[src/rtl/tx_serial_arbitro.sv]
// Round-robin arbiter sharing one 7N2 serial transmitter between 4 requesters.
// Optional ESPERA watchdog with sticky erro flag: define TX_TIMEOUT_EN.
module tx_serial_arbitro #(
    parameter int TIMEOUT_CICLOS = 8192,
    parameter int TW             = 14
) (
    input  logic        clock,
    input  logic        reset,
    input  logic [3:0]  pedido,
    input  logic [27:0] dados,
    output logic [3:0]  ack,
    output logic        tx_partida,
    output logic [6:0]  tx_dados,
    input  logic        tx_pronto,
    output logic        ocupado,
    output logic        erro,
    output logic [3:0]  db_estado
);

    typedef enum logic [2:0] {
        OCIOSO  = 3'd0,
        PARTIDA = 3'd1,
        ESPERA  = 3'd2,
        FIM     = 3'd3,
        ABORTA  = 3'd4
    } estado_t;

    estado_t    estado_q, estado_d;
    logic [1:0] ptr_q, ptr_d;
    logic [1:0] venc_q, venc_d;
    logic [6:0] tx_dados_q, tx_dados_d;
    logic [1:0] cand;
    logic [1:0] idx;
    logic       achou;

    // First requesting bit scanning ptr, ptr+1, ... with 2-bit wraparound
    always_comb begin
        cand  = ptr_q;
        achou = 1'b0;
        idx   = ptr_q;
        for (int i = 0; i < 4; i++) begin
            idx = ptr_q + 2'(i);
            if (!achou && pedido[idx]) begin
                cand  = idx;
                achou = 1'b1;
            end
        end
    end

`ifdef TX_TIMEOUT_EN
    logic [TW-1:0] cnt_q, cnt_d;
    logic          erro_q, erro_d;
    logic          limite;

    assign limite = (cnt_q == TW'(TIMEOUT_CICLOS - 1));

    always_comb begin
        cnt_d  = cnt_q;
        erro_d = erro_q;
        if (estado_q == PARTIDA) begin
            cnt_d = '0;
        end else if (estado_q == ESPERA) begin
            cnt_d = cnt_q + 1'b1;
        end
        if (estado_q == ABORTA) begin
            erro_d = 1'b1;
        end
    end

    always_ff @(posedge clock) begin
        if (reset) begin
            cnt_q  <= '0;
            erro_q <= 1'b0;
        end else begin
            cnt_q  <= cnt_d;
            erro_q <= erro_d;
        end
    end

    assign erro = erro_q;
`else
    assign erro = 1'b0;
`endif

    always_comb begin
        estado_d   = estado_q;
        ptr_d      = ptr_q;
        venc_d     = venc_q;
        tx_dados_d = tx_dados_q;
        ack        = '0;
        tx_partida = 1'b0;
        ocupado    = (estado_q != OCIOSO);
        case (estado_q)
            OCIOSO: begin
                if (|pedido) begin
                    venc_d     = cand;
                    tx_dados_d = dados[7*int'(cand) +: 7];
                    estado_d   = PARTIDA;
                end
            end
            PARTIDA: begin
                tx_partida = 1'b1;
                estado_d   = ESPERA;
            end
            ESPERA: begin
                // pronto on the limit cycle still completes the frame
                if (tx_pronto) begin
                    estado_d = FIM;
`ifdef TX_TIMEOUT_EN
                end else if (limite) begin
                    estado_d = ABORTA;
`endif
                end
            end
            FIM: begin
                ack      = 4'b0001 << venc_q;
                ptr_d    = venc_q + 2'd1;
                estado_d = OCIOSO;
            end
`ifdef TX_TIMEOUT_EN
            ABORTA: begin
                ptr_d    = venc_q + 2'd1;
                estado_d = OCIOSO;
            end
`endif
            default: begin
                estado_d = OCIOSO;
            end
        endcase
    end

    always_ff @(posedge clock) begin
        if (reset) begin
            estado_q   <= OCIOSO;
            ptr_q      <= '0;
            venc_q     <= '0;
            tx_dados_q <= '0;
        end else begin
            estado_q   <= estado_d;
            ptr_q      <= ptr_d;
            venc_q     <= venc_d;
            tx_dados_q <= tx_dados_d;
        end
    end

    assign tx_dados  = tx_dados_q;
    assign db_estado = {1'b0, estado_q};

endmodule

[config.mk]
export PLATFORM = sky130hd
export DESIGN_NAME = tx_serial_arbitro
export DESIGN_NICKNAME = d
export VERILOG_FILES = /design/src/rtl/tx_serial_arbitro.sv
export SDC_FILE = /design/constraint.sdc
export NUM_CORES = 1
export LEC_CHECK = 0
export ABC_AREA = 0
export CORE_UTILIZATION = 25
export DETAILED_ROUTE_END_ITERATION = 8
export PLACE_DENSITY = 0.64
export SETUP_SLACK_MARGIN = 0.2
export SLEW_MARGIN = 10
export SYNTH_ARGS = -nofsm -noshare
export SYNTH_HDL_FRONTEND = slang
export SYNTH_SLANG_ARGS = --single-unit
[constraint.sdc]
create_clock -name clock -period 1.45 [get_ports clock]
set_input_delay 0.2175 -clock clock [delete_from_list [all_inputs] [get_ports clock]]
set_output_delay 0.2175 -clock clock [all_outputs]
set_load 0.03 [all_outputs]
==> results.toml, run 1 <==
[outcome]
outcome = "complete, but fails checks"
failing_checks = "setup timing"

[pwr]
net-switching-power_w = 0.00119
power.ir.vdd_worst_v = 0.000492
power_density_nw_per_um2 = 1450
p_comb_frac = 0.666
p_sw_frac = 0.426
clockPowerShare = 0.116
p_total_w = 0.00280
leakagePower_nw = 0.779
pwr-share-seq = 0.218
power.internal_w = 0.00161

[drt]
drt-pass1-iter-count = 4
drt.antenna.violating_nets = 0
vias = 1011
detail_route.vias_per_cell = 4.60
wirelength_mm = 3.11
drt_iter0_markers = 46
routedWlPerCell_um = 14.1
remaining_drc_errors = 0

[logic_synthesis]
ys_async_sr_fraction = 0
postSynthRegisterBits = 13
cell_count_after_synthesis = 102
ys_dominant_reg_cell = "sky130_fd_sc_hd__dfxtp_1"
synth.lib_cells_used.distinct = 23
netlist.area_leader.share = 0.280
synth_sequential_area_ratio = 0.280
synth_area_sq_um = 930
post_synth_main_area_contributors = "sky130_fd_sc_hd__dfxtp_1 (28%), sky130_fd_sc_hd__mux2i_1 (19%), sky130_fd_sc_hd__ha_1 (11%)"
yosysWarningCount = 0
synthesis.area_per_instance_sq_um = 9.11
synth-edff-count = 0
synth_top_cell_by_area = "sky130_fd_sc_hd__dfxtp_1"

[timing]
final.min_clock_period_ns = 1.46
timing_max_transition_violations_final = 0
fin_worst_skew_ns = 0.00116
fmax_mhz = 684
setup_ws_ns = -0.0111
hold_viol = 0
grt_setup_unrepaired = "yes"
layout_worst_path_cycle_share = 1.01
finalSetupViolations = 3

[grt]
first_global_vias = 1063
globalRouteMet1Util = 0.176
pin_count_of_the_biggest_net_entering_global_routing = 9
grt.busiest_layer = "met2"
grt_util_met2 = 0.294
globalRoute.totalOverflow = 0
groute.usage.overall = 0.159
antenna_found_initial = 0
grt_pass1_wl_mm = 4.93
met3_usage = 0.0310

[floorplan]
ioPinCount = 53
floorplan.die.width_um = 63.0
initial_utilization = 0.270
fp.coreArea_sq_um = 3440
row_count = 21
design.die.area_sq_um = 3970
die_height_um = 63.0

[placed_design]
total_half_perimeter_wirelength_after_legalization_and_detailed_placement_mm = 2.12
dpl.cell_count = 202
dpl_cell_area_sq_um = 1550
portBuffers = 49
gp_congestion = 0.766

[finish]
fin_area_sq_um = 1940
post_layout_nonfiller_instances = 220
layout_nets = 218
layout.filler_cells = 285
count_of_antenna_diodes_in_the_layout = 0
utilization = 0.562
fraction_of_final_layout_cells_with_drive_strength_greater_than_1 = 0.431
areaGrowthSynthToFinish_pct = 108
most_common_library_cell_in_the_layout_ignoring_fill_and_taps = "sky130_fd_sc_hd__clkdlybuf4s50_1"
area_of_combinational_cells_with_multiple_inputs_sq_um = 800
final_cell_mix = "sky130_fd_sc_hd__clkdlybuf4s50_1 (30), sky130_fd_sc_hd__buf_6 (15), sky130_fd_sc_hd__mux2i_1 (14)"
layout.area.seq_sq_um = 273

[clock_network]
max-clock-path-buffers = 2
numCtsBuffers = 3
tritoncts = "done"
clkSlewWorstSetupHoldPaths_ns = 0.05
cts_hold_buf = 0
clockRootBuffer = "sky130_fd_sc_hd__clkbuf_8"
clkLatencyLatePin_ns = 0.24
cts-htree-levels = 1
clock-sinks = 13

[critical_path]
worstSetupPathType = "register to register"
worstSetupEndpointType = "register"
critPathMaxFanout = 8
timing.reg2reg.worst_path_depth = 6
worstPathArrival_ns = 1.58
maximum_single_stage_delay_on_the_critical_path_ns = 0.35
slowest_stage = "sky130_fd_sc_hd__dfxtp_2"
cp.required_ns = 1.57
timing.critical_path.cells = "nor3_2, a31o_1, o21ai_4, buf_12, mux2i_2, o221ai_2"
worstSetupStartpointType = "register"

[job]
max-cap-violations = 0

[min_path]
hold_path.class = "register to register"
worst_hold_path.num_cells = 2
[synthesized netlist by cell type, drive strengths merged, types with 3 or more instances]
cell    count
o221ai      7
dfxtp      13
mux2i      18
nand3b      7
ha          8
and2        4
inv         7
buf         4
nor2       13
a21oi       3
nand2b      4
[state kept, by name (all words and copies together), names as in the netlist]
| register | cells |
|---|---|
| estado_q | 2 |
| tx_dados | 7 |
| ptr_q | 2 |
| venc_q | 2 |
[routing by layer]
metal / vias up / wire [um]
met5: - / 0
met4: 0 / 49
met3: 6 / 66
met2: 18 / 1720
met1: 485 / 1280
li1: 502 / -
[cells by family after synthesis]
group | synth area share
DFF | 0.280
and+or+nand+nor | 0.183
other | 0.00403
AOI/OAI and AO/OA | 0.149
buffers and inverters | 0.0821
adders and majority gates | 0.108
muxes | 0.194
[timing repair]
item | 4_1_cts | 5_1_grt
setup buffers | 9 | 4
gates resized for setup | 53 | 22
hold endpoints to repair | 0 | 0
endpoints found under the setup margin | 24 | 23
pin swaps | 17 | 7
gates cloned | 1 | 0
[metrics by stage]
step / hold slack (ns) / TNS, ns / setup WS, ns
after CTS: 0.504 / -0.0750 / -0.0507
after global routing: 0.523 / -0.583 / -0.103
after floorplan: 0.435 / -0.0527 / -0.00879
final: 0.502 / -0.0203 / -0.0111
after global placement: 0.481 / -3.89 / -0.412
after detailed placement: 0.495 / -4.26 / -0.448
[layout make-up]
| type | count | share of cell area |
|---|---|---|
| multi-input combinational | 78 | 0.413 |
| timing repair buffer | 72 | 0.374 |
| sequential | 13 | 0.141 |
| tap | 46 | 0.0297 |
| clock buffer | 4 | 0.0233 |
| inverter | 7 | 0.0187 |
[path summary, 6_finish.rpt]
check / from / slack (ns) / end
worst min register to register: tx_dados[6] / 0.50 / tx_dados[6]
worst max register to register: ptr_q[1] / -0.01 / tx_dados[3]
worst max-delay path: ptr_q[1] / -0.01 / tx_dados[3]
worst min-delay path: tx_dados[6] / 0.50 / tx_dados[6]
[power groups by stage]
stage | Combinational (W) | Sequential [W] | Clock [W]
2_1_floorplan | 0.000747 | 0.000776 | 0
3_3_place_gp | 0.00140 | 0.000595 | 0
3_5_place_dp | 0.00143 | 0.000601 | 0
5_1_grt | 0.00197 | 0.000622 | 0.000355
6_report | 0.00187 | 0.000610 | 0.000324
4_1_cts | 0.00160 | 0.000611 | 0.000331
[critical path, delay by kind of cell, from the launching register on]
family,cells,cell delay [ns]
AND/OR/NAND/NOR,1,0.04
buffers and inverters,1,0.17
AO/OA/AOI/OAI,3,0.53
multiplexers,1,0.24
flip-flops,1,0.35
Note: power is estimated with default switching activity, not from simulation.
==> run 2, diff against run 1 <==
--- a/config.mk
+++ b/config.mk
@@ -6,9 +6,10 @@
 export NUM_CORES = 1
 export LEC_CHECK = 0
 export ABC_AREA = 0
-export CORE_UTILIZATION = 25
+export CORE_UTILIZATION = 34
+export CTS_CLUSTER_DIAMETER = 120
 export DETAILED_ROUTE_END_ITERATION = 8
-export PLACE_DENSITY = 0.64
+export PLACE_DENSITY = 0.81
 export SETUP_SLACK_MARGIN = 0.2
 export SLEW_MARGIN = 10
 export SYNTH_ARGS = -nofsm -noshare
==> results.toml, run 2 (synthesis results as in run 1) <==
[outcome]
outcome = "complete, but fails checks"
failing_checks = "setup timing"

[placed_design]
total_half_perimeter_wirelength_after_legalization_and_detailed_placement_mm = 2.13
gp_congestion = 0.743
dpl_cell_area_sq_um = 1520
portBuffers = 49
dpl.cell_count = 185

[clock_network]
clockRootBuffer = "sky130_fd_sc_hd__clkbuf_4"
clock-sinks = 13
max-clock-path-buffers = 2
clkLatencyLatePin_ns = 0.29
clkSlewWorstSetupHoldPaths_ns = 0.09
tritoncts = "done"
numCtsBuffers = 3
cts-htree-levels = 1

[floorplan]
die_height_um = 54.3
ioPinCount = 53
design.die.area_sq_um = 2950
row_count = 18
fp.coreArea_sq_um = 2520
initial_utilization = 0.369
floorplan.die.width_um = 54.3

[critical_path]
crit_buf_inv = 1
cp.required_ns = 1.62
worstSetupPathType = "register to register"
worstSetupStartpointType = "register"
timing.critical_path.cells = "nor3_2, a31o_1, o21ai_4, clkbuf_16, mux2i_1, o221ai_1"
critPathMaxFanout = 7
maximum_single_stage_delay_on_the_critical_path_ns = 0.37
slowest_stage = "sky130_fd_sc_hd__dfxtp_2"
worstPathArrival_ns = 1.72
worst_path_dominant_cell_family = "compound AO/OA/AOI/OAI gates"
worstSetupEndpointType = "register"

[drt]
drt.antenna.violating_nets = 0
drt_iter0_markers = 14
vias = 1053
detail_route.vias_per_cell = 5.06
routedWlPerCell_um = 16.1
wirelength_mm = 3.34
remaining_drc_errors = 0
drt-pass1-iter-count = 4

[timing]
setup_ws_ns = -0.108
final.min_clock_period_ns = 1.56
finalSetupViolations = 8
timing_max_transition_violations_final = 0
hold_viol = 0
layout_worst_path_cycle_share = 1.07
fin_worst_skew_ns = 0.00795
fmax_mhz = 642
grt_setup_unrepaired = "yes"

[grt]
grt_pass1_wl_mm = 4.49
groute.usage.overall = 0.215
first_global_vias = 981
antenna_found_initial = 0
globalRoute.totalOverflow = 0
pin_count_of_the_biggest_net_entering_global_routing = 10

[finish]
count_of_antenna_diodes_in_the_layout = 0
fin_area_sq_um = 1920
fraction_of_final_layout_cells_with_drive_strength_greater_than_1 = 0.438
final_cell_mix = "sky130_fd_sc_hd__clkdlybuf4s50_1 (31), sky130_fd_sc_hd__buf_6 (18), sky130_fd_sc_hd__mux2i_1 (15)"
largest_reg_flops = 7
layout.filler_cells = 163
areaGrowthSynthToFinish_pct = 106
layout_nets = 222
most_common_library_cell_in_the_layout_ignoring_fill_and_taps = "sky130_fd_sc_hd__clkdlybuf4s50_1"
post_layout_nonfiller_instances = 208

[min_path]
hold_path.class = "register to register"

[job]
max-cap-violations = 0

[pwr]
leakagePower_nw = 0.780
power_density_nw_per_um2 = 1530
power.ir.vdd_worst_v = 0.00154
## run 2: cell types whose count changed in the layout (fill, tap and decap cells not counted), sizes merged
cell / change
buf: +6
dlygate4sd2: -5
clkbuf: +4
clkdlybuf4s15: -3
clkdlybuf4s50: +1
clkinv: +1
## run 2: stage by stage
stage / setup WS, ns / utilization / TNS [ns] / power (W) / hold slack (ns)
final: -0.108 / 0.760 / -0.560 / 0.00293 / 0.507
after global routing: -0.158 / 0.760 / -1.21 / 0.00306 / 0.556
after CTS: -0.0597 / 0.712 / -0.236 / 0.00257 / 0.515
after detailed placement: -0.508 / 0.604 / -4.28 / 0.00202 / 0.490
after global placement: -0.424 / 0.604 / -3.70 / 0.00198 / 0.482
after floorplan: -0.00879 / - / -0.0527 / 0.00152 / 0.435
## run 2: worst paths after layout
path / start / slack (ns) / cells after the start / end
worst min register to register: tx_dados[4] / 0.51 / 2 / tx_dados[4]
worst min-delay path: tx_dados[4] / 0.51 / 2 / tx_dados[4]
worst max register to register: ptr_q[1] / -0.11 / 6 / tx_dados[6]
worst max-delay path: ptr_q[1] / -0.11 / 6 / tx_dados[6]
## run 2: layer usage
metal	vias up	GRT usage	wire length, um
met5	-	0	0
met4	0	0.0897	53
met3	6	0.0417	91
met2	26	0.374	1770
met1	510	0.256	1430
li1	511	-	-
## run 2: repair_timing
action / CTS / global route
pin swaps: 22 / 12
buffers inserted: 9 / 9
setup endpoints to repair: 26 / 24
resized for setup: 64 / 28
cloned: 1 / 0
hold buffers: 0 / 0
## run 2: area by class of cell
cell class                 instances  area, sq um  area share
tap                               30         37.5      0.0196
clock buffer                       3         22.5      0.0117
multi-input combinational         78          795       0.414
timing repair buffer              76          739       0.386
inverter                           7         41.3      0.0215
clock inverter                     1         5.00     0.00261
sequential                        13          278       0.145
## run 2: power by group
| group | internal [W] | leakage [nW] | switching [W] | total (W) |
|---|---|---|---|---|
| Sequential | 0.000497 | 0.111 | 0.000119 | 0.000615 |
| Clock | 0.000103 | 0.0177 | 0.000137 | 0.000240 |
| Combinational | 0.00106 | 0.652 | 0.00101 | 0.00207 |
| Total | 0.00166 | 0.780 | 0.00127 | 0.00293 |
## run 2: worst register-to-register path: stages, from the launching register on
cell and delay (ns):
sky130_fd_sc_hd__dfxtp_2 0.37, sky130_fd_sc_hd__nor3_2 0.04, sky130_fd_sc_hd__a31o_1 0.22, sky130_fd_sc_hd__o21ai_4 0.23
sky130_fd_sc_hd__clkbuf_16 0.20, sky130_fd_sc_hd__mux2i_1 0.21, sky130_fd_sc_hd__o221ai_1 0.16
==> run 3, diff against run 2 <==
--- a/config.mk
+++ b/config.mk
@@ -6,6 +6,7 @@
 export NUM_CORES = 1
 export LEC_CHECK = 0
 export ABC_AREA = 0
+export CORE_MARGIN = 1.5
 export CORE_UTILIZATION = 34
 export CTS_CLUSTER_DIAMETER = 120
 export DETAILED_ROUTE_END_ITERATION = 8
==> results.toml, run 3 (synthesis results as in run 1) <==
[pwr]
p_comb_frac = 0.697
power.internal_w = 0.00159
power.ir.vdd_worst_v = 0.00155
p_sw_frac = 0.447
net-switching-power_w = 0.00128
clockPowerShare = 0.081
pwr-share-seq = 0.222
power_density_nw_per_um2 = 1480
leakagePower_nw = 0.771

[drt]
drt-pass1-iter-count = 4
wirelength_mm = 3.52
routedWlPerCell_um = 17.3
remaining_drc_errors = 0
vias = 1066
drt.antenna.violating_nets = 0
detail_route.vias_per_cell = 5.25
drt_iter0_markers = 28

[floorplan]
fp.coreArea_sq_um = 2520
initial_utilization = 0.369
design.die.area_sq_um = 3060
die_height_um = 55.3
ioPinCount = 53
row_count = 18
floorplan.die.width_um = 55.3

[timing]
layout_worst_path_cycle_share = 1.04
setup-tns-final_ns = -0.212
final.min_clock_period_ns = 1.51
fin_worst_skew_ns = 0.0130
grt_setup_unrepaired = "yes"
timing_max_transition_violations_final = 0
finalSetupViolations = 6
hold_viol = 0
fmax_mhz = 661
setup_ws_ns = -0.0627

[finish]
layout_nets = 217
final_cell_mix = "sky130_fd_sc_hd__clkdlybuf4s50_1 (30), sky130_fd_sc_hd__buf_6 (14), sky130_fd_sc_hd__mux2i_1 (13), sky130_fd_sc_hd__buf_4 (13), sky130_fd_sc_hd__nor2_1 (12)"
fraction_of_final_layout_cells_with_drive_strength_greater_than_1 = 0.457
areaGrowthSynthToFinish_pct = 110
largest_reg_flops = 7
utilization = 0.772
count_of_antenna_diodes_in_the_layout = 0
most_common_library_cell_in_the_layout_ignoring_fill_and_taps = "sky130_fd_sc_hd__clkdlybuf4s50_1"

[grt]
globalRoute.totalOverflow = 0
antenna_found_initial = 0
pin_count_of_the_biggest_net_entering_global_routing = 10
grt_pass1_wl_mm = 5.51
first_global_vias = 1118
groute.usage.overall = 0.227

[min_path]
hold_path.class = "register to register"
worst_hold_endpoint = "tx_dados[5]"
worst_hold_path.num_cells = 2
hold_start = "tx_dados[5]"

[clock_network]
cts_hold_buf = 0
tritoncts = "done"
cts-htree-levels = 1
clockRootBuffer = "sky130_fd_sc_hd__clkbuf_4"
clkSlewWorstSetupHoldPaths_ns = 0.09
max-clock-path-buffers = 2
numCtsBuffers = 3
clock-sinks = 13
clkLatencyLatePin_ns = 0.28

[critical_path]
slowest_stage = "sky130_fd_sc_hd__dfxtp_2"
r2r-end = "tx_dados[6]"
worstSetupEndpointType = "register"
worstSetupStartpointType = "register"
reg2reg_slack_ns = -0.06
timing.reg2reg.worst_path_depth = 6
crit_buf_inv = 1
critPathMaxFanout = 8
worstPathArrival_ns = 1.66
cp.required_ns = 1.60
maximum_single_stage_delay_on_the_critical_path_ns = 0.37
timing.critical_path.cells = "nor3_2, a31o_1, o21ai_4, buf_12, mux2i_1, o221ai_1"
worst_path_dominant_cell_family = "compound AO/OA/AOI/OAI gates"
worstSetupPathType = "register to register"
crit-reg2reg-launch = "ptr_q[1]"

[placed_design]
portBuffers = 49
total_half_perimeter_wirelength_after_legalization_and_detailed_placement_mm = 2.21
gp_congestion = 0.814

[job]
max-cap-violations = 0

[outcome]
outcome = "complete, but fails checks"
failing_checks = "setup timing"
## run 3: changes by cell type in the layout (fill, tap and decap cells not counted), sizes merged
cell / previous run / this run
clkdlybuf4s15: 2 / 5
clkinv: 1 / 0
buf: 34 / 28
dlygate4sd2: 3 / 4
clkdlybuf4s50: 31 / 30
clkbuf: 9 / 8
## run 3: final cells by class
class,instances,area (sq um)
tap,30,37.5
sequential,13,278
fill,166,574
timing repair buffer,71,702
multi-input combinational,78,863
inverter,7,41.3
clock buffer,4,26.3
## run 3: repair_timing
item / in CTS / in global routing
cloned: 1 / 0
pin swaps: 22 / 8
endpoints found under the setup margin: 26 / 24
setup buffers: 10 / 3
hold endpoints to repair: 0 / 0
gates resized for setup: 75 / 24
## run 3: how the worst max path moves through the flow
| stage | start | to | slack (ns) | cells after the start |
|---|---|---|---|---|
| after floorplan | estado_q[1] | tx_dados[0] | -0.009 | 8 |
| after CTS | ptr_q[1] | tx_dados[2] | -0.09 | 6 |
| after global placement | pedido[3] | tx_dados[0] | -0.46 | 7 |
| after detailed placement | pedido[2] | tx_dados[2] | -0.56 | 7 |
| after global routing | ptr_q[1] | tx_dados[6] | -0.11 | 6 |
| final | ptr_q[1] | tx_dados[6] | -0.06 | 6 |
## run 3: power groups by stage
| stage | Clock, W | Sequential, W | Combinational [W] |
|---|---|---|---|
| 3_3_place_gp | 0 | 0.000593 | 0.00138 |
| 2_1_floorplan | 0 | 0.000776 | 0.000747 |
| 4_1_cts | 0.000236 | 0.000629 | 0.00174 |
| 3_5_place_dp | 0 | 0.000601 | 0.00144 |
| 6_report | 0.000233 | 0.000637 | 0.00200 |
| 5_1_grt | 0.000258 | 0.000648 | 0.00211 |
## run 3: routing by layer
| metal | routed length, um | share of wire | track usage |
|---|---|---|---|
| met5 | 0 | 0 | 0 |
| met4 | 99 | 0.028 | 0.0627 |
| met3 | 201 | 0.057 | 0.0468 |
| met2 | 1900 | 0.54 | 0.440 |
| met1 | 1320 | 0.37 | 0.243 |
## run 3: tightest hold or removal path: stages, from the launching register on
cell,delay (ns)
sky130_fd_sc_hd__dfxtp_1,0.35
sky130_fd_sc_hd__nand3b_1,0.08
sky130_fd_sc_hd__o221ai_1,0.06
## run 3: stage by stage
step                worst slack [ns]  hold WS, ns  instances  area [sq um]  total power [W]
CTS                          -0.0855        0.510        200          1850          0.00261
detailed placement            -0.557        0.495        185          1530          0.00204
finish                       -0.0627        0.515        203          1950          0.00287
floorplan                   -0.00879        0.435        104           998          0.00152
global route                  -0.109        0.534        203          1950          0.00301
global placement              -0.460        0.485        185          1530          0.00198
